$ cat config.mk
export PLATFORM = sky130hd
export DESIGN_NAME = spike_rate_decoder
export DESIGN_NICKNAME = d
export VERILOG_FILES = /design/src/rtl/snn_pkg.sv /design/src/rtl/sat_counter.sv /design/src/rtl/spike_rate_decoder.sv
export SDC_FILE = /design/constraint.sdc
export NUM_CORES = 1
export LEC_CHECK = 0
export CORE_MARGIN = 1.5
export CORE_UTILIZATION = 40
export CTS_BUF_LIST = sky130_fd_sc_hd__clkbuf_4 sky130_fd_sc_hd__clkbuf_8
export CTS_CLUSTER_SIZE = 30
export DETAILED_ROUTE_END_ITERATION = 12
export PLACE_DENSITY_LB_ADDON = 0.15
export SYNTH_ARGS = -nofsm -noshare
export SYNTH_HDL_FRONTEND = slang
export SYNTH_HIERARCHICAL = 1
export SYNTH_SLANG_ARGS = --single-unit
$ cat constraint.sdc
create_clock -name clk -period 2 [get_ports clk]
set_clock_uncertainty 0.05 [all_clocks]
set_input_delay 0.3 -clock clk [delete_from_list [all_inputs] [get_ports clk]]
set_output_delay 0.3 -clock clk [all_outputs]
set_load 0.05 [all_outputs]
$ cat src/rtl/snn_pkg.sv
// Shared definitions for the spike-rate decoder: FSM states, default widths
// and the saturation limit helper.
package snn_pkg;

  localparam int WIN_W_DEF = 6;
  localparam int CNT_W_DEF = 8;

  typedef enum logic {
    ST_IDLE  = 1'b0,
    ST_COUNT = 1'b1
  } state_e;

  function automatic logic [31:0] sat_max(input int unsigned w);
    return (w >= 32) ? 32'hFFFF_FFFF : ((32'd1 << w) - 32'd1);
  endfunction

endpackage

$ cat src/rtl/sat_counter.sv
// Up-counter that sticks at all-ones; clear has priority over increment.
module sat_counter
  import snn_pkg::*;
#(
  parameter int W = 8
) (
  input  logic         clk,
  input  logic         rst_n,
  input  logic         inc,
  input  logic         clr,
  output logic [W-1:0] count
);

  localparam logic [W-1:0] MAX = W'(sat_max(W));

  logic [W-1:0] count_q, count_d;

  always_comb begin
    count_d = count_q;
    if (clr) begin
      count_d = '0;
    end else if (inc && (count_q != MAX)) begin
      count_d = count_q + W'(1);
    end
  end

  always_ff @(posedge clk or negedge rst_n) begin
    if (!rst_n) begin
      count_q <= '0;
    end else begin
      count_q <= count_d;
    end
  end

  assign count = count_q;

endmodule

$ cat src/rtl/spike_rate_decoder.sv
// Counts spike onsets over fixed 2^WIN_W-cycle windows and tracks the last
// inter-spike interval; results are handed off through a valid/ready latch.
//
// state    | meaning
// ST_IDLE  | decoding disabled, all window/ISI bookkeeping held at zero
// ST_COUNT | counting window cycles, onsets and inter-spike intervals
module spike_rate_decoder
  import snn_pkg::*;
#(
  parameter int WIN_W = WIN_W_DEF,
  parameter int CNT_W = CNT_W_DEF
) (
  input  logic             clk,
  input  logic             rst_n,
  input  logic             en,
  input  logic             spike,
  input  logic             ready,
  input  logic             clr_overrun,
  output logic [CNT_W-1:0] rate,
  output logic [CNT_W-1:0] isi,
  output logic             valid,
  output logic             overrun
);

  localparam logic [CNT_W-1:0] CNT_MAX  = CNT_W'(sat_max(CNT_W));
  localparam logic [WIN_W-1:0] WIN_LAST = '1;

  state_e           state_q, state_d;
  logic             spike_q;
  logic [WIN_W-1:0] win_q, win_d;
  logic             seen_q, seen_d;
  logic [CNT_W-1:0] last_isi_q, last_isi_d;
  logic [CNT_W-1:0] rate_q, rate_d;
  logic [CNT_W-1:0] isi_q, isi_d;
  logic             valid_q, valid_d;
  logic             overrun_q, overrun_d;

  logic             active, onset, win_final;
  logic [CNT_W-1:0] onset_cnt, isi_cnt;
  logic [CNT_W-1:0] rate_pub, isi_plus1;

  // Dropping en in COUNT counts as leaving the window in that same cycle.
  assign active    = (state_q == ST_COUNT) && en;
  assign onset     = spike & ~spike_q;
  assign win_final = active && (win_q == WIN_LAST);

  sat_counter #(.W(CNT_W)) u_onset_cnt (
    .clk   (clk),
    .rst_n (rst_n),
    .inc   (active & onset),
    .clr   (~active | win_final),
    .count (onset_cnt)
  );

  sat_counter #(.W(CNT_W)) u_isi_cnt (
    .clk   (clk),
    .rst_n (rst_n),
    .inc   (active),
    .clr   (~active | onset),
    .count (isi_cnt)
  );

  assign rate_pub  = (onset && (onset_cnt != CNT_MAX)) ? onset_cnt + CNT_W'(1) : onset_cnt;
  assign isi_plus1 = (isi_cnt != CNT_MAX) ? isi_cnt + CNT_W'(1) : isi_cnt;

  always_comb begin
    state_d = state_q;
    case (state_q)
      ST_IDLE:  if (en)  state_d = ST_COUNT;
      ST_COUNT: if (!en) state_d = ST_IDLE;
      default:  state_d = ST_IDLE;
    endcase
  end

  always_comb begin
    win_d      = '0;
    seen_d     = 1'b0;
    last_isi_d = '0;
    if (active) begin
      win_d      = win_q + WIN_W'(1);
      seen_d     = seen_q;
      last_isi_d = last_isi_q;
      if (onset) begin
        seen_d = 1'b1;
        if (seen_q) last_isi_d = isi_plus1;
      end
    end
  end

  // A result still waiting for ready is kept; the newer one is dropped.
  always_comb begin
    rate_d    = rate_q;
    isi_d     = isi_q;
    valid_d   = valid_q;
    overrun_d = overrun_q;
    if (clr_overrun) overrun_d = 1'b0;
    if (win_final) begin
      if (!valid_q || ready) begin
        rate_d  = rate_pub;
        isi_d   = last_isi_d;
        valid_d = 1'b1;
      end else begin
        overrun_d = 1'b1;
      end
    end else if (valid_q && ready) begin
      valid_d = 1'b0;
    end
  end

  always_ff @(posedge clk or negedge rst_n) begin
    if (!rst_n) begin
      state_q    <= ST_IDLE;
      spike_q    <= 1'b0;
      win_q      <= '0;
      seen_q     <= 1'b0;
      last_isi_q <= '0;
      rate_q     <= '0;
      isi_q      <= '0;
      valid_q    <= 1'b0;
      overrun_q  <= 1'b0;
    end else begin
      state_q    <= state_d;
      spike_q    <= spike;
      win_q      <= win_d;
      seen_q     <= seen_d;
      last_isi_q <= last_isi_d;
      rate_q     <= rate_d;
      isi_q      <= isi_d;
      valid_q    <= valid_d;
      overrun_q  <= overrun_d;
    end
  end

  assign rate    = rate_q;
  assign isi     = isi_q;
  assign valid   = valid_q;
  assign overrun = overrun_q;

endmodule

* Word-level counts from Yosys, hierarchy flattened
Cells that the tools add are included.
Operators by class: add/subtract/negate cells 3, equality and inequality tests 5, multiplexer cells 19, bitwise operators 6, reduce and logical (&&, ||, !) cells 13
Operators with widths (count):
- $mux W8 | 9
- $add A8 B1 Y8 const B | 2
- $ne A8 B8 Y1 const B | 2
- $mux W1 | 9
- $add A6 B1 Y6 const B | 1
- $eq A6 B6 Y1 const B | 1
- $logic_and A1 B1 Y1 | 6
- $mux W6 | 1
- $reduce_bool A2 Y1 | 3
- $ne A2 B1 Y1 const B | 2
- $reduce_and A2 Y1 | 2
- $and A1 B1 Y1 | 2
- $not A1 Y1 | 2
- $or A1 B1 Y1 | 2
- $logic_not A1 Y1 | 1
- $logic_or A1 B1 Y1 | 1
Word-level totals: register bits after elaboration 51, bits of input ports 6, output and inout port bits 18, word-level logic and storage cells 57

* Logic depth before layout (Yosys ltp)
Gate-level depths: netlist (run 1).
depth in word-level cells 6, mapped depth 7, depth with buffers taken out 5

* By module
Netlist (run 1), hierarchy kept.
By module, submodules not included:
- spike_rate_decoder | times used 1, cells an instance 182, area an instance 1757.9 sq um, seq. area each 875.8 sq um
- sat_counter | times used 2, cells an instance 49, area an instance 464.2 sq um, seq. area each 200.2 sq um

* Worst setup path before layout (run 1)
OpenSTA, ideal clock, no wires.
kind register to register, start register u_isi_cnt.count_q[0] (netlist: u_isi_cnt/count[0]), end register isi_q[5] (netlist: isi[5]), setup time 128 ps, data arrival time 1647 ps, data required time 1822 ps, path slack 176 ps, cell stages (with the launch flop) 6, path buffers 0, period minus slack after synthesis 1824 ps, cells stage by stage dfrtp_1 -> ha_1 -> and3_1 -> a2111oi_0 -> nor3b_1 -> mux2_1
On the way: word-level cells in the longest chain between the ends 5, elaborated cells on any way between the ends 6, classes of those cells add/sub (1); eq/ne (1); mux (4)
Ends and longest elaborated chain:
- from (decl) | RTL line sat_counter.sv:16 | logic [W-1:0] count_q, count_d;
- from (signal assigned) | RTL line sat_counter.sv:31 | count_q <= count_d;
- $add A8 B1 Y8 / $ne A8 B8 Y1 (equally long branches) | RTL line spike_rate_decoder.sv:64 | assign isi_plus1 = (isi_cnt != CNT_MAX) ? isi_cnt + CNT_W'(1) : isi_cnt;
- $mux W8 (*) | RTL line spike_rate_decoder.sv:64
- $mux W8 (*) | RTL line spike_rate_decoder.sv:85 | if (seen_q) last_isi_d = isi_plus1;
- $mux W8 (*) | RTL line spike_rate_decoder.sv:83 | if (onset) begin
- $mux W8 (*) | RTL line spike_rate_decoder.sv:79 | if (active) begin
- via last_isi_d[5] | RTL line spike_rate_decoder.sv:32 | logic [CNT_W-1:0] last_isi_q, last_isi_d;
- to (signal assigned) | RTL line spike_rate_decoder.sv:128 | isi_q <= isi_d;
- to (decl) | RTL line spike_rate_decoder.sv:34 | logic [CNT_W-1:0] isi_q, isi_d;
The timed path passes the listed nets; every way through them passes the cells marked *. A chain may end at the register's enable or synchronous reset.

* Worst setup path in the final report (run 1)
start register win_q[0], end register rate_q[4] (netlist: rate[4])
On the way: word-level cells in the longest chain between the ends 3
Ends and longest elaborated chain:
- from (decl) | RTL line spike_rate_decoder.sv:30 | logic [WIN_W-1:0] win_q, win_d;
- from (signal assigned) | RTL line spike_rate_decoder.sv:124 | win_q <= win_d;
- $eq A6 B6 Y1 | RTL line spike_rate_decoder.sv:45 | assign win_final = active && (win_q == WIN_LAST);
- $logic_and A1 B1 Y1 | RTL line spike_rate_decoder.sv:45
- $reduce_and A2 Y1 (no line)
- to (signal assigned) | RTL line spike_rate_decoder.sv:127 | rate_q <= rate_d;
- to (decl) | RTL line spike_rate_decoder.sv:33 | logic [CNT_W-1:0] rate_q, rate_d;
Every way passes these cells.

==> results_dict.tcl, run 1 <==
set metrics [dict create \
    swShare 0.222 \
    synth.distinct_cells 50 \
    seq_area_frac_synth 0.475 \
    synthSimpleGateAreaFrac 0.259 \
    io_buffer_count 23 \
    critPathMaxFanout 13 \
    gr-usage-all-layers 0.171 \
    hold_start "win_q[0]" \
    crit_required_ns 2.16 \
    drt_iter0_drc 198 \
    cts_tree "done" \
    worstPathArrival_ns 2.02 \
    clock_power_share 0.389 \
    pwr-share-seq 0.557 \
    fin_cells 414 \
    r2r_start "win_q[0]" \
    syn_nets 291 \
    synth_top_family_by_area "simple AND/OR/NAND/NOR gates" \
    worst_slew_pin_slew_ns 0.511 \
    power_density_nw_per_um2 555 \
    drt_pass1_iterations 8 \
    cts-resized-gates 0 \
    layout_commonest_cell "dfrtp_1" \
    fin_nets 347 \
    fp-row-count 29 \
    leakagePower_nw 1.44 \
    antenna_found_initial 0 \
    yosys_warnings 6 \
    synth_compound_area_frac 0.146 \
    place_ws_ns -0.178 \
    max-vdd-ir-drop_uv 307 \
    die-height_um 85.0 \
    synth-edff-count 0 \
    syn_to_final_growth_pct 25.4 \
    n_antenna_cell 0 \
    cts_hold_repair.buffers 1 \
    dp.cells 405 \
    hold_path.class "register to register" \
    rsz0062_at_grt "no" \
    setup_viol 0 \
    fin_ws_ns 0.143 \
    clock_sinks 51 \
    synthAdderAreaFrac 0.0233 \
    grt_max_degree 52 \
    postSynthAreaPerCell_um2 9.59 \
    synthMuxAreaShare 0.0494 \
    drive_above_1_share 0.166 \
    via_per_inst 5.44 \
    cts_setup_buffers 0 \
    wl_per_cell_um 14.0 \
    multi_input_area_um2 1330 \
    fillers 614 \
    area.sequential_um2 1280 \
    wirelength_um 5810 \
    cts_buffers 5 \
    place.gp.congestion 0.827 \
    outcome "complete, but fails checks" \
    fin_crit_ns 1.86 \
    path_class "register to register" \
    die_w_um 85.0 \
    timing.fmax_mhz 538 \
    worstSetupStartpoint "win_q[0]" \
    worstSkewPairLatency_ns 0.30 \
    ctsHtreeMaxLevel 2 \
    switching_power_uw 415 \
    grt_pass1_vias 2139 \
    start_util 0.418 \
    synth_cells 280 \
    clockBufferDepth 2 \
    maxSlewHeadroom 0.658 \
    dpl.hpwl_um 4230 \
    cp-start-kind "register" \
    path_clk_slew_ns 0.10 \
    cap_violations 0 \
    endpoint_kind "register" \
    internal_power_mw 1.45 \
    dr_total_vias 2252 \
    drcViolationCount 8 \
    grt_overflow_total 0 \
    synth-xor-area-share 0.0163 \
    pwr-share-comb 0.054 \
    cts_root_buffer "clkbuf_8" \
    period_share 0.929 \
    layout_common_cells "dfrtp_1 (51), buf_4 (33), nand2_1 (28), clkdlybuf4s50_1 (22), o21ai_0 (19)" \
    slew_viol_final 0 \
    core_region_area_um2 6420 \
    failed_checks "design-rule violations" \
    syn_area_um2 2690 \
    grt_pass1_wl_um 9920 \
    num_io_pins 24 \
    finalHoldViolations 0 \
    die-area_um2 7220 \
    ys_seq_elements 51 \
    postRouteAntennaNets 0 \
    synth_ff_type "dfrtp_1" \
    rrSetupSlack_ns 0.14 \
    synthArstFlopShare 1.00 \
]
==> cell families (layout without fill, tap and decap cells) <==
logic type               after synthesis  count (layout)
flip-flops                            51              51
AND/OR/NAND/NOR                      125             125
buffers and inverters                 19              76
adder cells (fa/ha/maj)                5               5
AO/OA/AOI/OAI                         63              63
XOR/XNOR                               5               5
multiplexers                          12              12
==> power by group through the flow <==
stage	combinational [mW]	sequential, mW	clock (mW)
floorplan	0.0337	1.06	0
global placement	0.102	1.06	0
detailed placement	0.102	1.06	0
CTS	0.104	1.04	0.747
global route	0.112	1.04	0.792
finish	0.100	1.04	0.727
==> synth_stat cells (3+ instances only) <==
| cell type | number | area (µm²) |
|---|---|---|
| and3_1 | 5 | 31.3 |
| nor3_1 | 10 | 50.1 |
| nor3b_1 | 3 | 22.5 |
| and2_1 | 3 | 18.8 |
| nor2_1 | 16 | 60.1 |
| nand2b_1 | 10 | 62.6 |
| a31oi_1 | 6 | 37.5 |
| dfrtp_1 | 51 | 1280 |
| a41oi_1 | 3 | 26.3 |
| nand4_1 | 6 | 37.5 |
| nand2_1 | 28 | 105 |
| ha_1 | 5 | 62.6 |
| a211oi_1 | 4 | 30.0 |
| mux2_2 | 5 | 56.3 |
| inv_1 | 9 | 33.8 |
| clkbuf_1 | 6 | 22.5 |
| nand3_1 | 13 | 65.1 |
| a21oi_1 | 15 | 75.1 |
| o21ai_0 | 19 | 95.1 |
| o31ai_1 | 4 | 30.0 |
| or3_1 | 5 | 31.3 |
| mux2i_1 | 5 | 50.1 |
| a2111oi_0 | 3 | 26.3 |
| nor2b_1 | 8 | 50.1 |
| xor2_1 | 4 | 35.0 |
| and4_1 | 3 | 26.3 |
==> cell type report <==
cell class | count | share of cell area
timing repair buffer | 59 | 0.155
clock inverter | 3 | 0.0130
clock buffer | 5 | 0.0204
multi-input combinational | 210 | 0.394
inverter | 9 | 0.0100
sequential | 51 | 0.379
tap | 77 | 0.0286
==> critical path: stages, from the launching register on <==
cell	delay (ns)
dfrtp_1	0.38
ha_1	0.22
nand2_1	0.09
or4b_4	0.64
buf_4	0.21
a21o_1	0.17
==> sequential cells by signal (all words and copies together), names as in the netlist <==
register           count
isi                    8
last_isi_q             8
rate                   8
u_isi_cnt/count        8
u_onset_cnt/count      8
win_q                  6
overrun                1
seen_q                 1
spike_q                1
state_q                1
valid                  1
==> layer usage <==
metal | GRT usage | routed length, µm
met1 | 0.236 | 2960
met2 | 0.271 | 2610
met3 | 0.0331 | 169
met4 | 0.0551 | 66
met5 | 0 | 0
==> worst paths after layout <==
path                                   endpoint  cells after the start
min                                    win_q[0]                      1
max in group asynchronous  u_onset_cnt/count[6]                      3
min in group asynchronous                isi[0]                      3
max reg2reg                             rate[4]                      5
min reg2reg                            win_q[0]                      1
max                                     rate[4]                      5
==> metrics by stage <==
step,total power [mW],cell area [µm²],hold WS [ns],util,setup TNS (ns)
global placement,1.16,3250,0.267,0.506,-1.24
CTS,1.89,3370,0.423,0.525,0
global route,1.95,3370,0.437,0.525,0
finish,1.87,3370,0.414,0.525,0
detailed placement,1.16,3250,0.265,0.506,-2.26
floorplan,1.10,2690,-0.0456,-,0
(Power assumes the default switching activity.)
==> run 2, diff against run 1 <==
- CORE_UTILIZATION: 40 -> 59
- CTS_CLUSTER_SIZE: 30 -> 14
==> run 2 against run 1 <==
Compared with the run above: the flow now finishes without violations; largest power group unchanged; maximum frequency is 0.53% lower; setup slack worse by 0.0098 ns; worst hold slack better by 0.012 ns; critical endpoint is now isi[5]; register-to-register slack hardly changed.
==> results_dict.tcl, run 2 (same netlist as run 1, synthesis figures left out) <==
set metrics [dict create \
    outcome "finished, final reports clean" \
    cts_tree "done" \
    wirelength_um 5620 \
    clock_sinks 51 \
    fin_nets 340 \
    path_class "register to register" \
    start_util 0.617 \
    leakagePower_nw 1.38 \
    die-height_um 70.5 \
    hold_path.class "register to register" \
    layout_common_cells "dfrtp_1 (51), nand2_1 (28), buf_4 (27), clkdlybuf4s50_1 (22), o21ai_0 (19)" \
    fin_cells 380 \
    crit_required_ns 2.14 \
    dpl.hpwl_um 4110 \
    drcViolationCount 0 \
    core_region_area_um2 4350 \
    fin_ws_ns 0.133 \
    dr_total_vias 2243 \
    dr_wl_met3_um 226 \
    grt_pass1_wl_um 9600 \
    syn_to_final_growth_pct 20.6 \
    place_ws_ns -0.110 \
    finalPower_mw 1.69 \
    die_w_um 70.5 \
    worstSkewPairLatency_ns 0.30 \
    fin_crit_ns 1.87 \
    route.met2.wl_um 2660 \
    crit_buf_inv 0 \
    grt_pass1_vias 2121 \
    routed.top_layer "met4" \
    fp-row-count 24 \
    setup_tns_ns 0 \
    slew_viol_final 0 \
    rsz0062_at_grt "no" \
    layout_commonest_cell "dfrtp_1" \
    maxSlewHeadroom 0.654 \
    critPathMaxFanout 6 \
    clockBufferDepth 2 \
    drt_pass1_iterations 4 \
    power_density_nw_per_um2 521 \
    n_antenna_cell 0 \
    ctsHtreeMaxLevel 2 \
    cts_buffers 5 \
    io_buffer_count 23 \
    die-area_um2 4970 \
    grt_max_degree 31 \
    period_share 0.934 \
    cts_root_buffer "clkbuf_8" \
    worst_slew_pin_slew_ns 0.519 \
    gr-usage-all-layers 0.243 \
    num_io_pins 24 \
    max-vdd-ir-drop_uv 384 \
    drive_above_1_share 0.146 \
    path_cells "ha_1 > and3_1 > a2111oi_0 > nor3b_1 > mux2_1" \
    cp-start-kind "register" \
    grt_overflow_total 0 \
    timing.fmax_mhz 536 \
    postLayoutCoreUtil 0.744 \
    wl_per_cell_um 14.8 \
    postRouteAntennaNets 0 \
    drt_iter0_drc 120 \
    cpLargestDelayFamily "flip-flops" \
    finalHoldViolations 0 \
    dp.cells 373 \
    endpoint_kind "register" \
    via_per_inst 5.90 \
    place.gp.congestion 0.908 \
    slowest_stage "dfrtp_1" \
    wl_met1_um 2670 \
    antenna_found_initial 0 \
    cap_violations 0 \
    worstPathArrival_ns 2.00 \
    setup_viol 0 \
    cp_slowest_stage_delay_ns 0.45 \
    path_clk_slew_ns 0.08 \
]
==> run 2: cell types whose count changed in the layout (fill, tap and decap cells not counted), sizes merged <==
| cell | delta |
|---|---|
| buf | -7 |
| clkinv | -2 |
| bufinv | -1 |
| clkbuf | +1 |
==> run 2: metrics by stage <==
step	hold WS (ns)	instance area (µm²)
after global routing	0.441	3240
after detailed placement	0.254	3150
final	0.427	3240
after CTS	0.422	3240
after global placement	0.247	3150
after floorplan	-0.0456	2690
==> run 2: cell type report <==
cell class | instances | area (µm²)
fillers | 338 | 1110
inverters | 9 | 33.8
flip-flops and latches | 51 | 1280
clock buffers | 6 | 76.3
repair buffers | 52 | 458
well taps | 52 | 65.1
multi-input cells | 210 | 1330
==> run 2: final timing paths <==
check / cells after the start / slack (ns) / end / startpoint
max: 5 / 0.13 / isi[5] / u_isi_cnt/count[1]
min: 1 / 0.43 / win_q[0] / win_q[0]
max reg2reg: 5 / 0.13 / isi[5] / u_isi_cnt/count[1]
min reg2reg: 1 / 0.43 / win_q[0] / win_q[0]
max in group asynchronous: 3 / 0.91 / seen_q / rst_n
min in group asynchronous: 2 / 0.45 / u_isi_cnt/count[7] / rst_n
==> run 2: power breakdown <==
group          leakage (nW)  internal, mW  total [mW]  switching (mW)
clock network        0.0406         0.247       0.553           0.305
logic                 0.635        0.0396      0.0935          0.0540
registers             0.706          1.04        1.04         0.00550
==> run 2: metal layers <==
metal | global-route usage | vias up
met5 | 0 | -
met4 | 0.0662 | 0
met3 | 0.0491 | 6
met2 | 0.407 | 43
met1 | 0.321 | 1072
li1 | - | 1122
==> run 2: what timing repair did <==
item                                    in CTS  in global routing
endpoints found under the setup margin       0                  1
setup buffers                                0                  0
hold buffers                                 1                  0
hold endpoints to repair                    21                  0
resized for setup                            0                  1
==> run 3, diff against run 2 <==
- CORE_UTILIZATION: 59 -> 25
==> run 3 against run 2 <==
Compared with the run above: sequential cell count did not move; largest cell class unchanged; critical endpoint is now isi[5]; worst hold slack got worse by 0.016 ns; setup slack improved by 0.0027 ns.
==> results_dict.tcl, run 3 (same netlist as run 1, synthesis figures left out) <==
set metrics [dict create \
    fin_area_um2 3440 \
    worstPathArrival_ns 1.51 \
    slowest_stage "clkdlybuf4s50_1" \
    wirelength_um 6430 \
    die-height_um 107 \
    drt_iter0_drc 88 \
    endpoint_kind "primary output" \
    cpLargestDelayFamily "buffers and inverters" \
    period_share 0.932 \
    wl_per_cell_um 13.5 \
    pwr-share-seq 0.594 \
    cts_root_buffer "clkbuf_8" \
    die-area_um2 11400 \
    maxSlewHeadroom 0.660 \
    n_antenna_cell 0 \
    path_cells "clkdlybuf4s50_1" \
    grt_overflow_total 0 \
    via_per_inst 4.66 \
    syn_to_final_growth_pct 28.1 \
    die_w_um 107 \
    swShare 0.234 \
    grt_max_degree 52 \
    drcViolationCount 0 \
    cp-start-kind "register" \
    cts_setup_buffers 0 \
    outcome "finished, final reports clean" \
    place_area_um2 3340 \
    drt_pass1_iterations 5 \
    clockBufferDepth 2 \
    io_buffer_count 23 \
    place.gp.congestion 0.773 \
    drive_above_1_share 0.174 \
    ctsHtreeMaxLevel 2 \
    hold_path.class "register to register" \
    fin_crit_ns 1.86 \
    cts_buffers 5 \
    grt_pass1_vias 2175 \
    start_util 0.259 \
    clock_power_share 0.346 \
    gr-usage-all-layers 0.121 \
    max-vdd-ir-drop_uv 276 \
    num_io_pins 24 \
    fp-row-count 37 \
    timing.fmax_mhz 536 \
    fin_nets 349 \
    fillers 1117 \
    critPathMaxFanout 2 \
    layout_common_cells "dfrtp_1 (51), buf_4 (35), nand2_1 (28), clkdlybuf4s50_1 (22), o21ai_0 (19)" \
    path_clk_slew_ns 0.10 \
    core_region_area_um2 10400 \
    setup_viol 0 \
    dp.cells 466 \
    layout_commonest_cell "dfrtp_1" \
    crit_required_ns 1.65 \
    pwr-share-comb 0.059 \
    finalHoldViolations 0 \
    slew_viol_final 0 \
    crit_buf_inv 1 \
    cts_tree "done" \
    cap_violations 0 \
    worst_slew_pin_slew_ns 0.508 \
    grt_pass1_wl_um 11000 \
    switching_power_uw 410 \
    antenna_found_initial 0 \
    worst_hold_slack_ns 0.410 \
    fin_cells 475 \
    path_class "register to primary output" \
    rsz0062_at_grt "no" \
    worstSkewPairLatency_ns 0.31 \
    clock_sinks 51 \
    dpl.hpwl_um 4670 \
    postRouteAntennaNets 0 \
    finalPower_mw 1.75 \
    internal_power_mw 1.34 \
    leakagePower_nw 1.44 \
    dr_total_vias 2215 \
    power_density_nw_per_um2 509 \
    cp_slowest_stage_delay_ns 0.81 \
]
## run 3: path summary, 6_finish.rpt
path	from	end	slack, ns	depth (start not counted)
max in group asynchronous	rst_n	u_isi_cnt/count[4]	1.18	3
min in group asynchronous	rst_n	u_onset_cnt/count[1]	0.47	3
setup / recovery	isi[5]	isi[5]	0.14	1
setup reg to reg	win_q[0]	rate[4]	0.18	5
hold reg to reg	win_q[0]	win_q[0]	0.41	1
hold / removal	win_q[0]	win_q[0]	0.41	1
## run 3: power by group through the flow
| stage | Combinational [mW] | Sequential, mW | Clock (mW) |
|---|---|---|---|
| detailed placement | 0.106 | 1.06 | 0 |
| global placement | 0.106 | 1.06 | 0 |
| floorplan | 0.0337 | 1.06 | 0 |
| global route | 0.118 | 1.04 | 0.689 |
| CTS | 0.107 | 1.04 | 0.646 |
| finish | 0.104 | 1.04 | 0.606 |
## run 3: timing repair
| item | 4_1_cts | 5_1_grt |
|---|---|---|
| hold endpoints to repair | 51 | 0 |
| hold buffers | 1 | 0 |
| setup endpoints to repair | 0 | 1 |
| gates resized for setup | 0 | 1 |
## run 3: through the flow
step / worst slack (ns) / utilization / setup TNS, ns
detailed placement: -0.136 / 0.322 / -2.41
floorplan: 0.176 / - / 0
finish: 0.136 / 0.332 / 0
global placement: -0.110 / 0.322 / -1.60
CTS: 0.100 / 0.331 / 0
global route: 0.0231 / 0.332 / 0
## run 3: metal layers
layer	routed length [µm]	track usage	share of wire	up-vias
li1	-	-	-	1141
met1	3340	0.174	0.52	1027
met2	2790	0.184	0.43	41
met3	201	0.0231	0.031	6
met4	102	0.0362	0.016	0
met5	0	0	0	-
## run 3: layout make-up
class	instances	area [µm²]	share of cell area
well taps	136	170	0.0495
flip-flops and latches	51	1280	0.371
multi-input cells	210	1330	0.388
inverters	9	33.8	0.00982
repair buffers	61	538	0.156
clock buffers	6	76.3	0.0222
clock inverters	2	12.5	0.00364
